## src/rtl/exc_pkg.sv

```systemverilog
// Shared definitions for the CP0 exception/interrupt entry-and-return sequencer.
//
// Contents:
//   exc_state_e         - sequencer state encoding
//   HandlerAddrDefault  - default exception handler byte address
//   Cp0Reg*             - CP0 register select numbers (SR, Cause, EPC, PRId)
package exc_pkg;

  typedef enum logic [2:0] {
    StIdle   = 3'd0,
    StDrain  = 3'd1,
    StSave   = 3'd2,
    StVector = 3'd3,
    StEret   = 3'd4
  } exc_state_e;

  localparam logic [31:0] HandlerAddrDefault = 32'h0000_4180;

  localparam logic [4:0] Cp0RegSr    = 5'd12;
  localparam logic [4:0] Cp0RegCause = 5'd13;
  localparam logic [4:0] Cp0RegEpc   = 5'd14;
  localparam logic [4:0] Cp0RegPrid  = 5'd15;

endpackage

```

## src/rtl/exc_drain_timer.sv

```systemverilog
// Bounded wait counter for draining a busy multiply/divide unit before
// exception entry.
//
// Ports:
//   clk     in   system clock, rising edge
//   rst     in   synchronous active-low reset
//   en      in   count this cycle (sequencer is waiting)
//   clr     in   return the count to zero (sequencer leaves the wait)
//   tc      out  count has reached DRAIN_MAX-1 (last permitted wait cycle)
//   timeout out  sticky: the wait hit its terminal count at least once
module exc_drain_timer #(
  parameter int unsigned DRAIN_MAX = 16
) (
  input  logic clk,
  input  logic rst,
  input  logic en,
  input  logic clr,
  output logic tc,
  output logic timeout
);

  localparam int unsigned CntW = (DRAIN_MAX > 1) ? $clog2(DRAIN_MAX) : 1;
  localparam logic [CntW-1:0] CntLast = CntW'(DRAIN_MAX - 1);

  logic [CntW-1:0] cnt_q, cnt_d;
  logic            timeout_q, timeout_d;

  // The sequencer always leaves the wait at CntLast, so the count never wraps.
  assign tc = (cnt_q == CntLast);

  always_comb begin
    cnt_d     = cnt_q;
    timeout_d = timeout_q;
    if (clr) begin
      cnt_d = '0;
    end else if (en) begin
      cnt_d = cnt_q + 1'b1;
    end
    if (en && tc) begin
      timeout_d = 1'b1;
    end
  end

  always_ff @(posedge clk) begin
    if (!rst) begin
      cnt_q     <= '0;
      timeout_q <= 1'b0;
    end else begin
      cnt_q     <= cnt_d;
      timeout_q <= timeout_d;
    end
  end

  assign timeout = timeout_q;

endmodule

```

## src/rtl/exc_seq_ctrl.sv

```systemverilog
// Exception/interrupt entry-and-return sequencer for CP0.
// Detects a taken interrupt or ERET in the MEM stage, waits for a busy
// multiply/divide to drain (bounded), then pulses CP0 EPC/EXL controls and
// redirects the PC to the handler or back to EPC, flushing the pipeline.
//
// Ports:
//   clk           in   system clock, rising edge
//   rst           in   synchronous active-low reset
//   int_req       in   CP0 IntReq (already masked)
//   eret          in   ERET decoded in MEM
//   mem_valid     in   MEM-stage instruction valid
//   mem_pc        in   PC[31:2] of the MEM-stage instruction
//   md_busy       in   mult/div unit busy
//   epc           in   CP0 EPC[31:2]
//   cp0_pc        out  PC presented to CP0 (the saved interrupted PC)
//   epc_wr        out  CP0 EPCWr
//   exl_set       out  CP0 EXLSet
//   exl_clr       out  CP0 EXLClr
//   flush         out  squash IF/ID/EX/MEM
//   pc_redirect   out  PC mux selects redirect_pc
//   redirect_pc   out  redirect target PC[31:2]
//   stall         out  freeze PC and pipeline registers
//   drain_timeout out  sticky: drain wait expired at least once
module exc_seq_ctrl
  import exc_pkg::*;
#(
  parameter logic [31:0] HANDLER_ADDR = HandlerAddrDefault,
  parameter int unsigned DRAIN_MAX    = 16
) (
  input  logic        clk,
  input  logic        rst,
  input  logic        int_req,
  input  logic        eret,
  input  logic        mem_valid,
  input  logic [29:0] mem_pc,
  input  logic        md_busy,
  input  logic [29:0] epc,
  output logic [29:0] cp0_pc,
  output logic        epc_wr,
  output logic        exl_set,
  output logic        exl_clr,
  output logic        flush,
  output logic        pc_redirect,
  output logic [29:0] redirect_pc,
  output logic        stall,
  output logic        drain_timeout
);

  localparam logic [29:0] HandlerPc = HANDLER_ADDR[31:2];

  exc_state_e  state_q, state_d;
  logic [29:0] saved_pc_q, saved_pc_d;

  logic take_int;
  logic take_eret;
  logic drain_en;
  logic drain_clr;
  logic drain_tc;

  // Gated by rst so nothing is requested while reset is held.
  assign take_int  = rst & int_req & mem_valid;
  // Interrupt wins; the squashed ERET re-executes after return.
  assign take_eret = rst & eret & mem_valid & ~int_req;

  assign drain_en  = (state_q == StDrain);
  assign drain_clr = drain_en & (state_d != StDrain);

  exc_drain_timer #(
    .DRAIN_MAX (DRAIN_MAX)
  ) u_drain_timer (
    .clk     (clk),
    .rst     (rst),
    .en      (drain_en),
    .clr     (drain_clr),
    .tc      (drain_tc),
    .timeout (drain_timeout)
  );

  // Next-state logic.
  always_comb begin
    state_d    = state_q;
    saved_pc_d = saved_pc_q;
    unique case (state_q)
      StIdle: begin
        if (take_int) begin
          saved_pc_d = mem_pc;
          state_d    = md_busy ? StDrain : StSave;
        end else if (take_eret) begin
          state_d = StEret;
        end
      end
      StDrain: begin
        // Interrupt is already committed; int_req is no longer consulted.
        if (!md_busy || drain_tc) begin
          state_d = StSave;
        end
      end
      StSave:   state_d = StVector;
      StVector: state_d = StIdle;
      StEret:   state_d = StIdle;
      default:  state_d = StIdle;
    endcase
  end

  always_ff @(posedge clk) begin
    if (!rst) begin
      state_q    <= StIdle;
      saved_pc_q <= '0;
    end else begin
      state_q    <= state_d;
      saved_pc_q <= saved_pc_d;
    end
  end

  // Moore output decode; redirect_pc in ERET passes epc straight through.
  always_comb begin
    epc_wr      = 1'b0;
    exl_set     = 1'b0;
    exl_clr     = 1'b0;
    flush       = 1'b0;
    pc_redirect = 1'b0;
    redirect_pc = '0;
    unique case (state_q)
      StIdle, StDrain: ;
      StSave: begin
        epc_wr  = 1'b1;
        exl_set = 1'b1;
        flush   = 1'b1;
      end
      StVector: begin
        pc_redirect = 1'b1;
        redirect_pc = HandlerPc;
        flush       = 1'b1;
      end
      StEret: begin
        exl_clr     = 1'b1;
        pc_redirect = 1'b1;
        redirect_pc = epc;
        flush       = 1'b1;
      end
      default: ;
    endcase
  end

  assign cp0_pc = saved_pc_q;
  assign stall  = (state_q != StIdle) | take_int | take_eret;

endmodule

```

## config.mk

```make
export PLATFORM = sky130hd
export DESIGN_NAME = exc_seq_ctrl
export DESIGN_NICKNAME = d
export VERILOG_FILES = /design/src/rtl/exc_pkg.sv /design/src/rtl/exc_drain_timer.sv /design/src/rtl/exc_seq_ctrl.sv
export SDC_FILE = /design/constraint.sdc
export NUM_CORES = 1
export LEC_CHECK = 0
export BUFFER_PORTS_ARGS = -buffer_cell sky130_fd_sc_hd__buf_2
export CAP_MARGIN = 20
export CORE_ASPECT_RATIO = 0.7
export CORE_MARGIN = 5
export CORE_UTILIZATION = 36
export DETAILED_ROUTE_END_ITERATION = 8
export PLACE_DENSITY_LB_ADDON = 0.12
export SYNTH_ARGS = -nofsm -noshare
export SYNTH_HDL_FRONTEND = slang
export SYNTH_SLANG_ARGS = --single-unit
export TNS_END_PERCENT = 5
```

## constraint.sdc

```tcl
create_clock -name clk -period 1.62 [get_ports clk]
set_clock_uncertainty 0.15 [all_clocks]
set_input_delay 0.081 -clock clk [delete_from_list [all_inputs] [get_ports clk]]
set_output_delay 0.081 -clock clk [all_outputs]
set_load 0.1 [all_outputs]
```

# --- Word level (Yosys, flattened, before mapping) ---
# Index checks and enable logic that the tools add are counted.
word_totals:
  out_inout_bits: 67
  reg_bits: 38
  inputBits: 66
  wordCells: 40
op_classes:
  n_mux: 10
  n_addsub: 1
  n_bitwise: 10
  n_eq_ne: 6
  reduce_logical: 9
op_table:
  columns: ["op", "count"]
  rows:
  - ["one-hot mux 30 bit (2 select lines)", 1]
  - ["two-way mux 3 bit", 3]
  - ["one-hot mux 3 bit (3 select lines)", 1]
  - ["AND 1 bit", 6]
  - ["equality test 3 x 2 -> 1 bit, second input constant", 2]
  - ["adder 4 x 1 -> 4 bit, second input constant", 1]
  - ["equality test 4 bit, second input constant", 1]
  - ["two-way mux 1 bit", 4]
  - ["OR reduction 2 bit", 2]
  - ["equality test 3 x 1 -> 1 bit, second input constant", 1]
  - ["equality test 3 bit, second input constant", 1]
  - ["logical NOT 3 bit", 1]
  - ["!= test 3 x 1 -> 1 bit, second input constant", 1]
  - ["nonzero test 3 bit", 1]
  - ["OR reduction 3 bit", 1]
  - ["two-way mux 2 bit", 1]
  - ["inverter 1 bit", 2]
  - ["bitwise OR 1 bit", 2]
  - ["AND reduction 2 bit", 1]
  - ["logical AND 1 bit", 1]
  - ["logical NOT 1 bit", 1]
  - ["logical OR 1 bit", 1]

# --- Logic depth before layout (Yosys ltp) ---
# Gate-level depths: netlist (run 1).
logic_depth:
  depth_word: 9
  depth_mapped: 7
  ltp_nobuf: 5

# --- Cells and area by module ---
# Synthesis (run 1) repeated with hierarchy kept, for this count alone.
hier_totals:
  hier_cells: 225
  area_unflattened_um2: 1935.6
by_module_without_submodules:
  columns: ["mod", "seq_area_each_um2", "cells_per_inst", "area_each_um2", "instances"]
  rows:
  - ["exc_seq_ctrl", 660.6, 203, 1707.9, 1]
  - ["exc_drain_timer", 100.1, 22, 227.7, 1]

# --- Worst setup path after synthesis (run 1) ---
# No wires, ideal clock.
synth_timing:
  kind: "reg2reg"
  start: "register state_q[2]"
  end: "register u_drain_timer.cnt_q[1]"
  setup_time_ps: 58
  arrival_ps: 3395
  synth_period_minus_slack_ps: 3603
  path_stages_with_launch: 6
  n_path_buf: 1
  slack_ps: -1983
  required_time_ps: 1412
  cell_sequence: "dfxtp_1 > buf_4 > nor3b_1 > inv_1 > a31oi_1 > a31o_2"
synth_between:
  elab_chain_len: 6
  word_cells_on_any_way: 10
  cone_classes: "3 x eq/ne; 4 x mux; 1 x bitwise; 2 x reduce/logical"
synth_lines:
  columns: ["item", "line", "source"]
  rows:
  - ["start, declared", "exc_seq_ctrl.sv:51", "exc_state_e state_q, state_d;"]
  - ["start signal, assigned", "exc_seq_ctrl.sv:107", "state_q <= StIdle;"]
  - ["start signal, assigned", "exc_seq_ctrl.sv:110", "state_q <= state_d;"]
  - ["two-way mux 3 bit", "exc_seq_ctrl.sv:88", "end else if (take_eret) begin"]
  - ["two-way mux 3 bit", "exc_seq_ctrl.sv:85", "if (take_int) begin"]
  - ["one-hot mux 3 bit (3 select lines)", "exc_seq_ctrl.sv:83", "unique case (state_q)"]
  - ["!= test 3 x 1 -> 1 bit", "exc_seq_ctrl.sv:66", "assign drain_clr = drain_en & (state_d != StDrain);"]
  - ["AND 1 bit", "exc_seq_ctrl.sv:66", null]
  - ["OR reduction 2 bit (no line)", null, null]
  - ["end signal, assigned", "exc_drain_timer.sv:49", "cnt_q <= cnt_d;"]
  - ["end, declared", "exc_drain_timer.sv:25", "logic [CntW-1:0] cnt_q, cnt_d;"]
# Parallel ways exist; a longest one is shown, timed or not.
# A chain may end at the register's enable or synchronous reset.

# --- Worst setup path in the final report (run 1) ---
layout_timing:
  start: "register state_q[0]"
  end: "output port redirect_pc[5]"
layout_between:
  elab_chain_len: 2
  word_cells_on_any_way: 3
  cone_classes: "2 x eq/ne; 1 x mux"
layout_lines:
  columns: ["item", "line", "source"]
  rows:
  - ["equality test 3 bit / equality test 3 x 2 -> 1 bit (equally long branches)", "exc_seq_ctrl.sv:123", "unique case (state_q)"]
  - ["one-hot mux 30 bit (2 select lines) *", "exc_seq_ctrl.sv:123", null]
  - ["end, declared", "exc_seq_ctrl.sv:44", "output logic [29:0] redirect_pc,"]
# Every way passes the cells marked *; elsewhere a longest branch is shown, timed or not.

==> results of run 1 <==
-- placed cells by master (no fill, tap or decap), types with 3 or more instances in the layout --
cell type      count
buf_6             10
a21oi_2           17
clkbuf_8           6
and3_4            28
inv_1              3
buf_4             13
a21oi_1           14
nor2_1             5
dlygate4sd3_1     33
nand2_1           61
buf_12            38
nand3_1            5
nand2_2            4
dfxtp_1           35
buf_2             96
nand2_4            4
o21ai_0            3
-- stage by stage --
stage	hold WS [ps]	instances	power [mW]	setup slack [ps]
floorplan	67.0	226	1.53	-425
global placement	172	414	1.79	56.9
detailed placement	175	414	1.80	2.45
CTS	31.1	461	2.72	-133
global route	93.4	463	2.88	-217
finish	101	463	2.76	-142
-- per-layer routing --
layer | track usage [%] | up-vias | share of wire (%)
met2 | 40.1 | 80 | 51
met3 | 5.16 | 14 | 6.0
met1 | 25.3 | 1053 | 41
met4 | 5.85 | 0 | 2.0
met5 | 0 | - | 0
li1 | - | 1130 | -
-- power breakdown --
group / switching (mW) / total, mW / internal [mW]
combinational: 0.610 / 0.966 / 0.356
sequential: 0.0191 / 0.983 / 0.964
clock: 0.313 / 0.805 / 0.492
total: 0.942 / 2.76 / 1.81
-- path summary, 6_finish.rpt --
path	from	end	slack, ps	cells past startpoint
setup / recovery	state_q[0]	redirect_pc[5]	-140	7
hold reg to reg	cp0_pc[15]	cp0_pc[15]	310	2
setup reg to reg	state_q[1]	state_q[1]	-70	5
hold / removal	rst	u_drain_timer.cnt_q[1]	100	3
-- state kept, by name, indices dropped and copies added, names as in the netlist --
signal	count
u_drain_timer.timeout	1
state_q	3
cp0_pc	30
u_drain_timer.cnt_q	4
-- synthesized netlist by cell type (all sizes together) --
| cell | count |
|---|---|
| a211o | 1 |
| a21oi | 31 |
| a31o | 2 |
| a31oi | 2 |
| and3 | 29 |
| and4b | 1 |
| buf | 7 |
| clkbuf | 12 |
| clkinv | 1 |
| dfxtp | 38 |
| ha | 1 |
| inv | 4 |
| mux2 | 1 |
| nand2 | 69 |
| nand3 | 6 |
| nand3b | 2 |
| nand4 | 1 |
| nand4b | 1 |
| nor2 | 6 |
| nor3b | 3 |
| nor4b | 1 |
| o2111ai | 1 |
| o211ai | 1 |
| o21ai | 4 |
| or3b | 1 |
-- cell type report --
cell class	count	share of cell area, %
clock buffer	6	2.10
clock inverter	1	0.763
inverter	5	0.572
multi-input combinational	164	28.9
sequential	38	19.5
tap	57	1.81
timing repair buffer	192	46.3
-- cells by family after synthesis --
group | Yosys count | share of synthesized area [%]
AO/OA/AOI/OAI | 42 | 13.2
adder cells (fa/ha/maj) | 1 | 0.717
buffers and inverters | 24 | 7.53
flip-flops | 38 | 43.6
multiplexers | 1 | 0.645
AND/OR/NAND/NOR | 120 | 34.3
-- worst register-to-register path: stages, from the launching register on --
cell and delay (ps):
dfxtp_4 360, buf_12 120, or3b_1 460, o21ai_0 200, o21ai_0 150, a21oi_1 170
-- what timing repair did --
item	CTS	global route
setup endpoints to repair	37	71
buffers inserted	5	1
pin swaps	24	18
hold buffers	33	0
hold endpoints to repair	31	0
resized for setup	40	34
gates cloned	2	1
==> impl_results.md, run 1 <==
* Status: finished with violations
* Failing checks: negative setup slack
* DRT Wirelength at around 7.3 mm
* Critical path's most frequent cell: nand2_2
* RSZ-0062 raised after global routing: true
* Root buffer cell: clkbuf_8
* Worst-path clk slew at 70 ps
* 1st-iter DRT viols at 84
* Die W at 93.2 um
* Maximum clock frequency at 568 MHz
* Initial antenna violation count at 0
* TritonCTS clock tree: yes
* Min Tclk post-route at 1760 ps
* Placer Congestion at between 0.7 and 0.8
* Fin Setup TNS at -4660 ps
* Total gr overflow at 0
* Startpoint Class: flop
* Max-slew headroom at 66.3%
* Worst IR drop on VDD at 0.000931 V
* Placement row count at 21
* Cell leakage power at 1.72 nW
* Dpl cell area at 3090 um2
* Area grow syn2layout at 126%
* Synth warnings at 0
* Post-synthesis cell area at between 1500 and 2000 um2
* Die Span Y at 68.3 um
* Count of buffer and inverter cells on the critical path at 3
* Sequential share of the synthesized area at 43.6%
* Via Count at 2277
* Delay-heaviest family, CP: simple AND/OR/NAND/NOR gates
* Vias per std cell at 4.92
* Fillers at 273
* Ranking of synthesized cells by area: dfxtp_1, nand2_1, and3_1, a21oi_1, buf_6
* Synth unique cells at 27
* Sink Count at 38
* Drt pass-1 iters at 4
* Starting Density at about 37%
* Crit path cell chain: buf_6 -> nor2_4 -> nand2_2 -> clkinvlp_4 -> nand2_2 -> nand2_4 -> buf_12
* CP Class: flop to output pin
* Synth top area share at 43.6%
* Tot GR Track Use at ~22%
* Post-route DRC violation count at 0
* Input/output buffers at 132
* Clk buf depth at 2
* Largest net degree at the start of global routing at 34
* Post-Syn Nets at 293
* Post-DR wirelength/cell at 15.7 um
* Hold Path Class: primary input to flop
* Power density cells at 700 nW/um2
* Area occupied by registers at ~770 um2
* Worst Setup Slack, final at -142 ps
* Crit Path Max Fanout at 5
* Final Hold Viols at 0
* Die footprint at 6360 um2
* Top Ports at roughly 130
* Crit path DAT at about 1500 ps
* Vias in the first global route at roughly 2200
* Final Cycle Share at 109%
* Global-route wire length before repair at 10.8 mm
* CTS buffer count at 5
* Avg Synthesized Cell Area at 7.72 um2
* Crit path max-delay cell type: dfxtp_4
* Setup crit end kind: output pin
* Share of cells above drive strength 1 at 57.4%
* Layout Utilization at around 83%
* H-tree Lvls at 2
* Nets at 473
* Yosys top cell by area: dfxtp_1
* Area of the multi-input gates at 1140 um2
* Core area at 4730 um2
* Worst-margin pin slew at 509 ps
* CP peak stage delay at 350 ps
* Max Cap Violations at 0
* ANT cells at 0
* Cells after synthesis at about 230
* Data required time at the worst endpoint at 1390 ps
* Dpl hpwl at 4.68 mm
* Fin area at 3940 um2
* Slew Limit Fails at 0
* Final setup viols at 70
* Number of synthesized register bits at 38
* Remaining antenna violation count at 0
* Worst skew pair latency at between 200 and 300 ps
(Power assumes the default switching activity.)
==> inputs of run 2 (changes only) <==
CORE_MARGIN = 3   (was 5)
HOLD_SLACK_MARGIN = 0.15   (was unset)
==> run 2 against run 1 <==
The run still ends with negative setup slack left. Routed wire length up 9.2%. Flip-flop and latch count did not move. Combinational power about the same. Via count is 3.6% higher.
==> impl_results.md, run 2 (synthesized netlist as in run 1, its figures left out) <==
* Final Cycle Share at 110% (+1.3 points)
* Sink Count at 38 (unchanged)
* 1st-iter DRT viols at 75 (-11%)
* RSZ-0062 raised after global routing: true
* Post-DR wirelength/cell at 17.0 um (+8.3%)
* Via Count at 2360 (+3.6%)
* Pwr Total at 2.91 mW (+5.5%)
* Dpl hpwl at 4.49 mm (-4.1%)
* Top Ports at 133 (unchanged)
* Vias per std cell at 5.05 (+2.8%)
* Largest net degree at the start of global routing at 34 (unchanged)
* Drt pass-1 iters at 4 (unchanged)
* Core area at 4500 um2 (-4.8%)
* Post-route DRC violation count at 0 (unchanged)
* Die footprint at 5730 um2 (-9.9%)
* Starting Density at 38.8% (+1.8 points)
* Final setup viols at 70 (unchanged)
* Crit Path Max Fanout at 7 (+2)
* Max Cap Violations at 0 (unchanged)
* Setup crit end kind: output pin
* Nets at 476 (+0.63%)
* Logic gate share of total power at 33.3% (-1.8 points)
* Vias in the first global route at 2398 (+7.5%)
* Min Tclk post-route at 1780 ps (+20.4 ps)
* Final Hold Viols at 0 (unchanged)
* Total gr overflow at 0 (unchanged)
* Input/output buffers at 132 (unchanged)
* Maximum clock frequency at 561 MHz (-1.1%)
* Clock Power Share at 32.9% (+3.7 points)
* Commonest non-fill, non-tap cell in the layout: buf_2
* Failing checks: negative setup slack
* Crit path DAT at 1550 ps (+20 ps)
* Worst skew pair latency at 290 ps (about the same)
* TritonCTS clock tree: yes
* Status: finished with violations
* Seq pwr share at 33.8% (-1.9 points)
* Power density cells at 742 nW/um2 (+6.0%)
* Cell leakage power at 1.74 nW (+0.85%)
* Initial antenna violation count at 2 (+2)
* Largest register FFs at 30 (unchanged)
* Commonest non-fill, non-tap cells in the layout: buf_2, nand2_1, buf_12, dfxtp_1, dlygate4sd3_1
* Remaining antenna violation count at 0 (unchanged)
* Area occupied by registers at 772 um2 (+0.33%)
* Die Span Y at 64.3 um (-5.9%)
* Data required time at the worst endpoint at 1390 ps (about the same)
* Switching Fraction at 33.5% (-0.66 points)
* Placement row count at 20 (-4.8%)
* DRT Wirelength at 7.96 mm (+9.2%)
* Die W at 89.2 um (-4.3%)
* Int Pwr at 1.93 mW (+6.5%)
* Fin Setup TNS at -6310 ps (-1640 ps)
* CP Class: flop to output pin
* Worst-path clk slew at 80 ps (about the same)
* Hold Path Class: flop to flop
* Root buffer cell: clkbuf_8
* P_sw at 0.975 mW (+3.4%)
* Worst IR drop on VDD at 0.000754 V (-19%)
* Tot GR Track Use at 27.1% (+5.5 points)
* Share of cells above drive strength 1 at 55.4% (-2.0 points)
* Placer Congestion at 0.833 (+7.0%)
* Slew Limit Fails at 0 (unchanged)
* Clk buf depth at 2 (unchanged)
* Worst-margin pin slew at 510 ps (+0.707 ps)
* Global-route wire length before repair at 11.9 mm (+10%)
* Fillers at 234 (-14%)
* Area of the multi-input gates at 1100 um2 (-3.4%)
* Max-slew headroom at 66.2% (about the same)
* Startpoint Class: flop
* H-tree Lvls at 2 (unchanged)
* Worst Setup Slack, final at -162 ps (-20.4 ps)
* Area grow syn2layout at 125%
* CTS buffer count at 5 (unchanged)
-- run 2: cell types whose count changed in the layout (fill, tap and decap cells not counted), moves of 2 or more --
cell	change
dlygate4sd3_1	+2
a21oi_1	+8
a21oi_2	-8
diode_2	+2
buf_4	+4
-- run 2: layer usage --
metal / vias to the layer above / wire length, um / GRT usage (%)
met2: 112 / 4240 / 48.4
met4: 0 / 131 / 6.88
li1: 1138 / - / -
met1: 1094 / 3050 / 31.5
met3: 16 / 531 / 7.47
met5: - / 0 / 0
-- run 2: critical path: stages, from the launching register on --
cell	delay, ps
dfxtp_4	350
buf_6	120
nor2_4	240
buf_6	190
and3_4	210
buf_12	170
-- run 2: repair_timing --
item,in CTS,in global routing
hold endpoints to repair,33,0
gates cloned,3,0
gates resized for setup,53,13
endpoints found under the setup margin,47,72
pin swaps,35,6
hold buffers,35,0
buffers inserted,5,1
-- run 2: metrics by stage --
step	instances	instance area [um2]	hold WS (ps)	worst slack (ps)	utilization (%)
2_1_floorplan	226	1800	67.0	-425	-
3_3_place_gp	413	3100	172	65.6	68.7
3_5_place_dp	413	3100	178	-26.1	68.7
4_1_cts	464	3860	304	-131	85.7
5_1_grt	467	3920	324	-234	87.0
6_report	467	3920	304	-162	87.0
-- run 2: cell type report --
type | count | area share (%)
repair buffers | 195 | 46.2
multi-input cells | 164 | 28.1
flip-flops and latches | 38 | 19.7
clock buffers | 5 | 1.76
clock inverters | 3 | 1.76
well taps | 55 | 1.76
inverters | 5 | 0.575
diodes | 2 | 0.128
-- run 2: final timing paths --
path / from / end / slack [ps] / depth (start not counted)
setup / recovery: state_q[0] / redirect_pc[16] / -160 / 5
hold / removal: cp0_pc[16] / cp0_pc[16] / 300 / 2
setup reg to reg: state_q[0] / u_drain_timer.cnt_q[3] / -150 / 6
hold reg to reg: cp0_pc[16] / cp0_pc[16] / 300 / 2
-- run 2: power by group through the flow --
stage               Clock [mW]  Sequential [mW]  Combinational (mW)
global route              1.01            0.985                1.01
CTS                      0.961            0.980               0.933
finish                   0.955            0.982               0.969
floorplan                    0             1.19               0.335
detailed placement           0             1.01               0.786
global placement             0             1.01               0.781
